==> config.mk <==
export PLATFORM = sky130hd
export DESIGN_NAME = kamus_fetch_ctrl
export DESIGN_NICKNAME = d
export VERILOG_FILES = /design/src/rtl/kamus_fetch_ctrl.sv
export SDC_FILE = /design/constraint.sdc
export NUM_CORES = 1
export LEC_CHECK = 0
export ABC_AREA = 1
export CAP_MARGIN = 30
export CORE_ASPECT_RATIO = 0.6
export CORE_UTILIZATION = 50
export DETAILED_ROUTE_END_ITERATION = 10
export PLACE_DENSITY = 0.89
export SLEW_MARGIN = 40
export SYNTH_ARGS = -nofsm -noshare
export SYNTH_HDL_FRONTEND = slang
export SYNTH_SLANG_ARGS = --single-unit
==> constraint.sdc <==
create_clock -name clk_i -period 2.1 [get_ports clk_i]
set_clock_uncertainty 0.2 [all_clocks]
set_input_delay 0.315 -clock clk_i [delete_from_list [all_inputs] [get_ports clk_i]]
set_output_delay 0.315 -clock clk_i [all_outputs]
set_load 0.05 [all_outputs]
==> src/rtl/kamus_fetch_ctrl.sv <==
// -----------------------------------------------------------------------------
// kamus_fetch_ctrl
//   Instruction-fetch sequencer for the kamus-v IF stage. Owns the PC, runs the
//   req/gnt/rvalid handshake to instruction memory with at most one request
//   outstanding, applies branch/jump redirects, drops stale responses and
//   holds the fetched instruction/PC pair until ID accepts it.
//
// Optional feature (compile-time macro KAMUS_FETCH_PERF_EN):
//   adds perf_stall_cnt_o, a saturating count of cycles with no valid
//   instruction presented to ID and no redirect asserted.
//
// Parameters
//   BOOT_ADDR         PC loaded on reset (word aligned)
//
// Ports
//   clk_i             clock, all state on the rising edge
//   rst_i             synchronous reset, active high
//   redirect_valid_i  branch/jump taken this cycle
//   redirect_addr_i   redirect target (low two bits force-aligned)
//   stall_i           ID not ready; output pair is held
//   imem_req_o        fetch request
//   imem_addr_o       fetch address (word aligned)
//   imem_gnt_i        request accepted
//   imem_rvalid_i     response valid (one per granted request)
//   imem_rdata_i      instruction word
//   if_valid_o        if_instr_o / if_pc_o valid
//   if_instr_o        fetched instruction
//   if_pc_o           PC of if_instr_o
//   if_misalign_o     one-cycle pulse: accepted redirect was not word aligned
//   perf_stall_cnt_o  (KAMUS_FETCH_PERF_EN only) fetch-bubble counter
// -----------------------------------------------------------------------------
module kamus_fetch_ctrl #(
    parameter logic [31:0] BOOT_ADDR = 32'h0000_0000
) (
    input  logic        clk_i,
    input  logic        rst_i,
    input  logic        redirect_valid_i,
    input  logic [31:0] redirect_addr_i,
    input  logic        stall_i,
    output logic        imem_req_o,
    output logic [31:0] imem_addr_o,
    input  logic        imem_gnt_i,
    input  logic        imem_rvalid_i,
    input  logic [31:0] imem_rdata_i,
    output logic        if_valid_o,
    output logic [31:0] if_instr_o,
    output logic [31:0] if_pc_o,
    output logic        if_misalign_o
`ifdef KAMUS_FETCH_PERF_EN
    ,
    output logic [31:0] perf_stall_cnt_o
`endif
);

    typedef enum logic [1:0] {
        S_IDLE,
        S_REQ,
        S_WAIT,
        S_HOLD
    } state_t;

    state_t      r_state;
    state_t      w_state_nxt;

    logic [31:0] r_pc;
    logic        r_kill;
    logic        r_pend_vld;
    logic [31:0] r_pend_addr;
    logic        r_out_valid;
    logic [31:0] r_out_instr;
    logic [31:0] r_out_pc;
    logic [31:0] r_skid_instr;
    logic        r_misalign;

    logic [31:0] w_redir_tgt;
    logic        w_out_free;
    logic        w_rsp;
    logic        w_rsp_live;
    logic        w_capture;
    logic        w_park;
    logic        w_unpark;
    logic        w_load_out;
    logic [31:0] w_load_data;
    logic [31:0] w_pc_inc;

    // -------------------------------------------------------------------------
    // Event decode
    // -------------------------------------------------------------------------
    assign w_redir_tgt = {redirect_addr_i[31:2], 2'b00};
    assign w_pc_inc    = r_pc + 32'd4;

    // Output register can take new data if empty or being consumed this cycle.
    assign w_out_free  = !r_out_valid || !stall_i;

    // A response only counts in WAIT; anywhere else it is a stray and ignored.
    assign w_rsp       = (r_state == S_WAIT) && imem_rvalid_i;
    assign w_rsp_live  = w_rsp && !r_kill && !redirect_valid_i;
    assign w_capture   = w_rsp_live && w_out_free;
    assign w_park      = w_rsp_live && !w_out_free;
    assign w_unpark    = (r_state == S_HOLD) && !redirect_valid_i && w_out_free;
    assign w_load_out  = w_capture || w_unpark;
    assign w_load_data = w_capture ? imem_rdata_i : r_skid_instr;

    // -------------------------------------------------------------------------
    // FSM: state register
    // -------------------------------------------------------------------------
    always_ff @(posedge clk_i) begin
        if (rst_i) begin
            r_state <= S_IDLE;
        end else begin
            r_state <= w_state_nxt;
        end
    end

    // -------------------------------------------------------------------------
    // FSM: next state
    // -------------------------------------------------------------------------
    always_comb begin
        w_state_nxt = r_state;
        case (r_state)
            S_IDLE: begin
                w_state_nxt = S_REQ;
            end
            S_REQ: begin
                if (imem_gnt_i) begin
                    w_state_nxt = S_WAIT;
                end
            end
            S_WAIT: begin
                // Redirect without a response keeps us waiting for the
                // (now killed) outstanding response.
                if (imem_rvalid_i) begin
                    if (w_park) begin
                        w_state_nxt = S_HOLD;
                    end else begin
                        w_state_nxt = S_REQ;
                    end
                end
            end
            S_HOLD: begin
                if (redirect_valid_i || w_out_free) begin
                    w_state_nxt = S_REQ;
                end
            end
            default: begin
                w_state_nxt = S_IDLE;
            end
        endcase
    end

    // -------------------------------------------------------------------------
    // FSM: outputs
    // -------------------------------------------------------------------------
    always_comb begin
        imem_req_o  = 1'b0;
        imem_addr_o = r_pc;
        if (r_state == S_REQ) begin
            imem_req_o = 1'b1;
        end
    end

    // -------------------------------------------------------------------------
    // PC, kill and pending-redirect tracking
    // -------------------------------------------------------------------------
    always_ff @(posedge clk_i) begin
        if (rst_i) begin
            r_pc        <= BOOT_ADDR;
            r_kill      <= 1'b0;
            r_pend_vld  <= 1'b0;
            r_pend_addr <= '0;
        end else begin
            // PC
            if (redirect_valid_i) begin
                // In REQ without gnt the address on the bus must stay put,
                // so the target waits in the pending register instead.
                if (!((r_state == S_REQ) && !imem_gnt_i)) begin
                    r_pc <= w_redir_tgt;
                end
            end else if ((r_state == S_REQ) && imem_gnt_i && r_pend_vld) begin
                // The granted request is already doomed by kill; the PC can
                // take the pending target now since nothing reads it in WAIT.
                r_pc <= r_pend_addr;
            end else if (w_load_out) begin
                r_pc <= w_pc_inc;
            end

            // Pending target
            if ((r_state == S_REQ) && imem_gnt_i) begin
                r_pend_vld <= 1'b0;
            end else if ((r_state == S_REQ) && redirect_valid_i) begin
                r_pend_vld  <= 1'b1;
                r_pend_addr <= w_redir_tgt;
            end

            // Kill flag: marks the single outstanding response as stale.
            if (redirect_valid_i) begin
                case (r_state)
                    S_REQ:   r_kill <= 1'b1;
                    S_WAIT:  r_kill <= !imem_rvalid_i;
                    default: r_kill <= 1'b0;
                endcase
            end else if (w_rsp) begin
                r_kill <= 1'b0;
            end
        end
    end

    // -------------------------------------------------------------------------
    // Output register, skid register, misalign pulse
    // -------------------------------------------------------------------------
    always_ff @(posedge clk_i) begin
        if (rst_i) begin
            r_out_valid  <= 1'b0;
            r_out_instr  <= '0;
            r_out_pc     <= '0;
            r_skid_instr <= '0;
            r_misalign   <= 1'b0;
        end else begin
            r_misalign <= redirect_valid_i && (|redirect_addr_i[1:0]);

            if (redirect_valid_i) begin
                r_out_valid <= 1'b0;
            end else if (w_load_out) begin
                // While parked in HOLD the PC has not advanced yet, so r_pc
                // is still the PC of the skid word.
                r_out_valid <= 1'b1;
                r_out_instr <= w_load_data;
                r_out_pc    <= r_pc;
            end else if (!stall_i) begin
                r_out_valid <= 1'b0;
            end

            if (w_park) begin
                r_skid_instr <= imem_rdata_i;
            end
        end
    end

    assign if_valid_o    = r_out_valid;
    assign if_instr_o    = r_out_instr;
    assign if_pc_o       = r_out_pc;
    assign if_misalign_o = r_misalign;

`ifdef KAMUS_FETCH_PERF_EN
    // -------------------------------------------------------------------------
    // Fetch-bubble counter (saturating)
    // -------------------------------------------------------------------------
    logic [31:0] r_perf_cnt;

    always_ff @(posedge clk_i) begin
        if (rst_i) begin
            r_perf_cnt <= '0;
        end else if (!r_out_valid && !redirect_valid_i && (r_perf_cnt != '1)) begin
            r_perf_cnt <= r_perf_cnt + 32'd1;
        end
    end

    assign perf_stall_cnt_o = r_perf_cnt;
`endif

endmodule

## After elaboration in Yosys (flattened, before gate mapping)

Cells that the tools add are included.
W data, S select, Z words.

| word-level totals | value |
|---|---|
| register bits after elaboration | 164 |
| logic and storage cells | 69 |

| operators by class | value |
|---|---|
| add/subtract/negate cells | 1 |
| equality and inequality tests | 8 |
| mux-type cells | 16 |
| bitwise logic cells | 2 |
| reduce and logical (&&, ||, !) cells | 32 |

Operators with widths:

| operator | count |
|---|---|
| $mux W32 | 5 |
| $add A32 B3 Y32 const B | 1 |
| $logic_and A1 B1 Y1 | 12 |
| $mux W2 | 4 |
| $pmux W2 S4 | 1 |
| $logic_not A1 Y1 | 7 |
| $ne A2 B2 Y1 const B | 3 |
| $reduce_and A2 Y1 | 3 |
| $reduce_or A2 Y1 | 3 |
| $mux W1 | 5 |
| $eq A2 B2 Y1 const B | 2 |
| $ne A2 B1 Y1 const B | 2 |
| $logic_or A1 B1 Y1 | 3 |
| $reduce_and A3 Y1 | 1 |
| $reduce_bool A3 Y1 | 1 |
| $eq A2 B1 Y1 const B | 1 |
| $logic_not A2 Y1 | 1 |
| $not A1 Y1 | 2 |
| $pmux W1 S2 | 1 |
| $reduce_bool A2 Y1 | 1 |

## Logic depth before layout (Yosys ltp)

Gate-level depths: netlist (run 1).

| logic depth | value |
|---|---|
| depth in word-level cells | 9 |
| gate-level depth with buffers | 11 |
| gate-level depth less buffers | 10 |

## Least setup slack after synthesis (run 1)

No wires, ideal clock.

| path | value |
|---|---|
| kind | register to register |
| from | reg r_pc[3] (netlist: imem_addr_o[3]) |
| to | reg r_pc[26] (netlist: imem_addr_o[26]) |
| setup time | 118 ps |
| data arrival time | 1,802 ps |
| data required time | 1,782 ps |
| slack | -20 ps |
| stages on the path, launching flop included | 11 |
| clock period less this slack | 2,120 ps |
| cells stage by stage | dfxtp_1 -> ha_1 -> nand2_1 -> nor2_2 -> nand2_1 -> nor2_2 -> nand2_1 -> nand2_1 -> nand3_1 -> nand2_1 -> a21oi_1 |

| between the ends | value |
|---|---|
| word-level cells in the longest chain between the ends | 4 |

RTL lines:

| item | RTL line | RTL |
|---|---|---|
| start, declared | 65 | `logic [31:0] r_pc;` |
| start signal, assigned | 177 | `r_pc <= w_redir_tgt;` |
| start signal, assigned | 182 | `r_pc <= r_pend_addr;` |
| start signal, assigned | 184 | `r_pc <= w_pc_inc;` |
| $add A32 B3 Y32 | 90 | `assign w_pc_inc = r_pc + 32'd4;` |
| $mux W32 | 183 | `end else if (w_load_out) begin` |
| $mux W32 | 179 | `end else if ((r_state == S_REQ) && imem_gnt_i && r_pend_vld) begin` |
| $mux W32 | 173 | `if (redirect_valid_i) begin` |

No other way between the ends. The select of a mux whose other input is x is not followed.
A chain may end at the register's enable or synchronous reset.

## Worst setup path in the final report (run 1)

| path | value |
|---|---|
| from | reg r_out_instr[29] (netlist: if_instr_o[29]) |
| to | out if_instr_o[29] |

RTL lines:

| item | RTL line | RTL |
|---|---|---|
| start, declared | 70 | `logic [31:0] r_out_instr;` |
| start signal, assigned | 227 | `r_out_instr <= w_load_data;` |
| end, declared | 46 | `output logic [31:0] if_instr_o,` |

No word-level cell between the ends.

==> impl_results.md, run 1 <==
* Clock root buffer: clkbuf_16
* Detail Route Antenna Nets at 0
* Pwr Density at 856.4 nW/um2
* Peak VDD IR at 0.0005590 V
* Max-cap violation count at 0
* Synthesized flop and latch total at 160
* Largest net degree at the start of global routing at 60
* Synth Instances at 1,032
* # fillers at 1,144
* Diodes inserted at 0
* Crit end category: output pin
* Met3 wire length at 3007 um
* FFs w/ async S/R, synth at 0
* Post-synthesis sequential area ratio at 0.4422
* Die Wd at 157.4 um
* Post-synth EDFFs at 0
* Post-DP HPWL at 14,860 um
* Gpl congestion at 0.9531
* Via/cell ratio at 5.708
* Vias at 7,905
* Max clock buf depth at 2
* Final setup violation count at 0
* Relative slew slack at 0.5348
* Worst reg2reg startpoint: r_state[1]$_SDFFE_PP0P_
* Power, Total at 0.008421 W
* Total global routing overflow at 0
* First-pass GRT wire length at 36,020 um
* Worst-margin pin slew at 0.6978 ns
* Cell area after synthesis at 7243 um2
* Total GRT Usage at 0.3072
* Data arrival, critical path at 1.56 ns
* Post-route minimum period at 2.077 ns
* Die Y at 95.23 um
* Leak Pwr at 4.409 nW
* Worst Setup SP: if_instr_o[29]$_SDFFE_PP0P_
* Fin. Hold Viols at 0
* Area delta synth->final at 35.76%
* Place WS at -0.07415 ns
* Initial antenna violation count at 0
* Commonest non-fill, non-tap cell in the layout: nand2_1
* Number of buffers added on ports at 164
* Status: finished, final reports clean
* Cell taking the most area after synthesis: dfxtp_1
* Placeable Area at 13,870 um2
* NumNets Final at 1,254
* Hold_sp: redirect_valid_i
* CTS tree: yes
* WL/cell at 16.88 um
* Share of cells above drive strength 1 at 0.1048
* Data required, critical path at 1.58 ns
* Initial Util at 0.5221
* Cell row count at 33
* Syn. warnings at 0
* Ranking of synthesized cells by area: dfxtp_1, nand2_1, a21oi_1
* DRT Pass-1 Iters at 6
* Met1 WL at 10,170 um
* Max frequency at 481.4 MHz
* Kind of critical path: reg -> out
* Sequential Area at 3207 um2
* CTS HTree Levels at 4
* Multi-input logic area at 3511 um2
* Drt drc at 0
* Vias in the first global route at 7,142
* Critical path cell sequence: clkdlybuf4s50_1
* Worst path top cell family by delay: buffers and inverters
* Iteration-0 DRC Markers at 910
* Fin crit share at 0.9891
* Post-synth cell types at 34
* Skew-Pair Late Insertion Delay at 0.42 ns
* Ports at 169
* Die Footprint at 14,990 um2
* CTS Buf Count at 17
* Post-synth top area share at 0.4422
* HP Class: in -> reg
* R2r setup slk at 0.05 ns
* Most used DFF post-synth: dfxtp_1
* Reg clk slew, reported paths at 0.07 ns
* Drt total wl at 23,390 um
* Count of hold-fix buffers inserted at cts at 0
* Post-Syn Area per Cell at 7.019 um2
* Most frequent cells in the layout: nand2_1, dfxtp_1, a21oi_1
* Clock sinks at 160
* Wire length on met2 at 9784 um
* CP Max Fanout at 2
* CP max stage delay at 0.81 ns
* CP max stage cell: clkdlybuf4s50_1
* CP Launch Type: flop
* Final slew viol count at 0
* Top routing layer used: met4
* Final Worst Setup Slack at 0.02285 ns
* Setup TNS at 0 ns
* Buf/Inv on CP at 1
==> metal layers <==
layer | global-route usage | vias up
li1 | - | 3765
met2 | 0.4569 | 501
met4 | 0.09304 | 0
met3 | 0.07545 | 55
met5 | 0 | -
met1 | 0.4370 | 3584
==> cell type report <==
cell class / instances / area share
Multi-Input combinational cell: 733 / 0.3570
Tap cell: 192 / 0.02443
Timing Repair Buffer: 200 / 0.2111
Clock buffer: 18 / 0.04364
Sequential cell: 160 / 0.3261
Inverter: 68 / 0.02672
Clock inverter: 14 / 0.01094
==> per-stage QoR <==
step	instance area, um2	util	hold WS, ns	instances
finish	9833	0.7088	0.1191	1385
floorplan	7258	-	0.2345	1035
global route	9833	0.7088	0.1279	1385
CTS	9610	0.6927	0.1046	1382
global placement	9082	0.6547	0.2467	1350
detailed placement	9082	0.6547	0.2486	1350
==> where the power goes <==
part           internal, W  leakage, nW  switching [W]
Combinational     0.000702         2.86        0.00139
Clock              0.00152        0.246        0.00134
Sequential         0.00327         1.30       0.000189
Total              0.00550         4.41        0.00293
==> cell usage after synthesis, types with 19 or more instances <==
master,number
nand3_1,32
a31oi_1,33
o21ai_1,35
dfxtp_1,160
nand4_1,32
buf_2,19
clkbuf_1,46
inv_1,61
nand2_1,219
a21oi_1,115
nor2_1,109
a211oi_1,24
o21ai_0,105
==> flip-flops by register name (all words and copies together), names as in the netlist, 2 cells and up <==
register	cells
if_instr_o	32
r_state	2
r_skid_instr	32
if_pc_o	30
r_pend_addr	30
imem_addr_o	30
==> path summary, 6_finish.rpt <==
kind / endpoint / cells past startpoint
setup / recovery: if_instr_o[29] / 1
hold / removal: if_misalign_o$_SDFF_PP0_ / 3
hold reg to reg: r_pend_addr[8]$_SDFFE_PP0P_ / 2
setup reg to reg: imem_addr_o[9]$_SDFFE_PP0P_ / 11
==> worst reg2reg max path: cells and delay by family, from the launching register on <==
family                     cells  cell delay (ns)
buffers and inverters          4             0.46
and+or+nand+nor                3             0.30
DFF                            1             0.36
adders and majority gates      1             0.21
AOI/OAI and AO/OA              3             0.46
==> logic make-up (layout without fill, tap and decap cells) <==
logic type	after synthesis	in the layout	share of synthesized area
DFF	160	160	0.4422
and+or+nand+nor	406	406	0.2332
muxes	1	1	0.001382
xor gates and xnor gates	1	1	0.001209
buffers and inverters	142	300	0.07946
adders and majority gates	4	4	0.006910
other	1	4	0.0005177
AOI/OAI and AO/OA	317	317	0.2351
==> what timing repair did <==
action / in CTS / in global routing
endpoints found under the setup margin: 13 / 69
pin swaps: 0 / 2
resized for setup: 14 / 55
gates cloned: 0 / 2
buffers inserted: 0 / 1
No activity file was read; power rests on OpenSTA's default activity.
==> run 2: changes to the inputs <==
GPL_TIMING_DRIVEN = 0   (was unset)
==> impl_results.md, run 2 (synthesis gave the netlist of run 1 again) <==
* Most frequent cells in the layout: nand2_1, dfxtp_1, a21oi_1
* Clock sinks at 160
* Max clock buf depth at 2
* CTS HTree Levels at 4
* Worst-margin pin slew at 0.6911 ns
* Kind of critical path: reg -> out
* Number of buffers added on ports at 163
* First-pass GRT wire length at 38,870 um
* Pwr Density at 861.0 nW/um2
* Largest net degree at the start of global routing at 17
* Reg clk slew, reported paths at 0.06 ns
* Diodes inserted at 0
* Clock root buffer: clkbuf_16
* Area delta synth->final at 37.19%
* Post-DP HPWL at 18,100 um
* Fin. Hold Viols at 0
* CP max stage delay at 0.58 ns
* Critical path cell sequence: dlygate4sd2_1
* Skew-Pair Late Insertion Delay at 0.42 ns
* Final slew viol count at 0
* Detail Route Antenna Nets at 0
* Max-cap violation count at 0
* Setup TNS at 0 ns
* Initial antenna violation count at 0
* CP Max Fanout at 7
* Status: finished, final reports clean
* CTS tree: yes
* Worst path top cell family by delay: buffers and inverters
* Share of cells above drive strength 1 at 0.09017
* Data arrival, critical path at 1.57 ns
* Cell row count at 33
* Ports at 169
* Vias at 8,082
* Wire length on met2 at 10,290 um
* Final setup violation count at 0
* Initial Util at 0.5221
* Drt total wl at 25,400 um
* Vias in the first global route at 7,274
* Commonest non-fill, non-tap cell in the layout: nand2_1
* Worst hold margin at 0.2639 ns
* Met3 wire length at 3385 um
* Relative slew slack at 0.5393
* WL/cell at 17.85 um
* Iteration-0 DRC Markers at 789
* DRT Pass-1 Iters at 5
* HP Class: reg -> reg
* Gpl congestion at 0.9883
* Post-route minimum period at 2.087 ns
* CTS Buf Count at 17
* Leak Pwr at 4.494 nW
* NumNets Final at 1,292
* Placeable Area at 13,870 um2
* CP max stage cell: dlygate4sd2_1
* Total global routing overflow at 0
* CP Launch Type: flop
* Peak VDD IR at 0.0005862 V
* Die Wd at 157.4 um
* Total GRT Usage at 0.3407
* Hold_sp: r_pend_addr[16]$_SDFFE_PP0P_
* Worst Setup SP: imem_addr_o[19]$_SDFFE_PP0P_
* Data required, critical path at 1.58 ns
* Worst reg2reg startpoint: if_valid_o$_SDFFE_PP0P_
* Count of hold-fix buffers inserted at cts at 0
* Die Y at 95.23 um
* Via/cell ratio at 5.680
* Drt drc at 0
* Fin crit share at 0.9936
* Crit end category: output pin
* Buf/Inv on CP at 1
* Max frequency at 479.2 MHz
* Top routing layer used: met4
* Met1 WL at 11,530 um
* Die Footprint at 14,990 um2
run 2: changes by cell type in the layout (fill, tap and decap cells not counted), sizes merged:
| cell | previous run | this run |
|---|---|---|
| clkinvlp | 6 | 3 |
| clkdlybuf4s15 | 0 | 1 |
| buf | 68 | 27 |
| bufinv | 0 | 1 |
| clkbuf | 20 | 68 |
| clkdlybuf4s50 | 79 | 78 |
| clkinv | 4 | 6 |
| dlygate4sd2 | 12 | 44 |
| inv | 72 | 71 |
run 2: through the flow:
| stage | instances | utilization | cell area (um2) | setup slack (ns) | total power, W |
|---|---|---|---|---|---|
| 2_1_floorplan | 1035 | - | 7258 | 0.007236 | 0.004774 |
| 3_3_place_gp | 1390 | 0.6581 | 9130 | -0.5748 | 0.005529 |
| 3_5_place_dp | 1390 | 0.6581 | 9130 | -0.6304 | 0.005562 |
| 4_1_cts | 1422 | 0.6999 | 9711 | 0.0009798 | 0.008480 |
| 5_1_grt | 1423 | 0.7163 | 9937 | -0.03409 | 0.008814 |
| 6_report | 1423 | 0.7163 | 9937 | 0.01337 | 0.008555 |
run 2: power breakdown:
| part | total, W | internal, W | switching, W |
|---|---|---|---|
| Combinational | 0.00204 | 0.000645 | 0.00140 |
| Sequential | 0.00349 | 0.00327 | 0.000218 |
| Clock | 0.00302 | 0.00166 | 0.00136 |
run 2: final cells by class:
class,count,area [um2]
Buffer,74,379.1
Clock buffer,19,432.9
Clock inverter,13,132.6
Fill cell,1182,3936
Inverter,68,260.3
Multi-Input combinational cell,733,3603
Sequential cell,160,3211
Tap cell,192,240.2
Timing Repair Buffer,164,1678
run 2: timing repair:
item                                   4_1_cts  5_1_grt
setup buffers                                0        1
endpoints found under the hold margin        0        0
setup endpoints to repair                  142      178
resized for setup                           73       95
pin swaps                                    0        3
gates cloned                                 0        0
run 2: worst reg2reg max path, stage by stage (launching register included):
cell and delay, ns:
dfxtp_1 0.36, nand2_1 0.28, inv_1 0.21, nand3_2 0.24
inv_4 0.18, clkbuf_4 0.22, nand2_1 0.09, a21oi_1 0.20
run 2: layer usage:
layer	vias up	global-route usage
met3	26	0.1036
met4	0	0.05502
met5	-	0
met1	3743	0.5051
met2	455	0.4860
li1	3858	-
run 2: final timing paths:
check,slack [ns],cells past startpoint,to
setup reg to reg,0.03,7,r_skid_instr[30]$_SDFFE_PP0P_
hold / removal,0.26,2,r_pend_addr[16]$_SDFFE_PP0P_
setup / recovery,0.01,1,imem_addr_o[19]
hold reg to reg,0.26,2,r_pend_addr[16]$_SDFFE_PP0P_
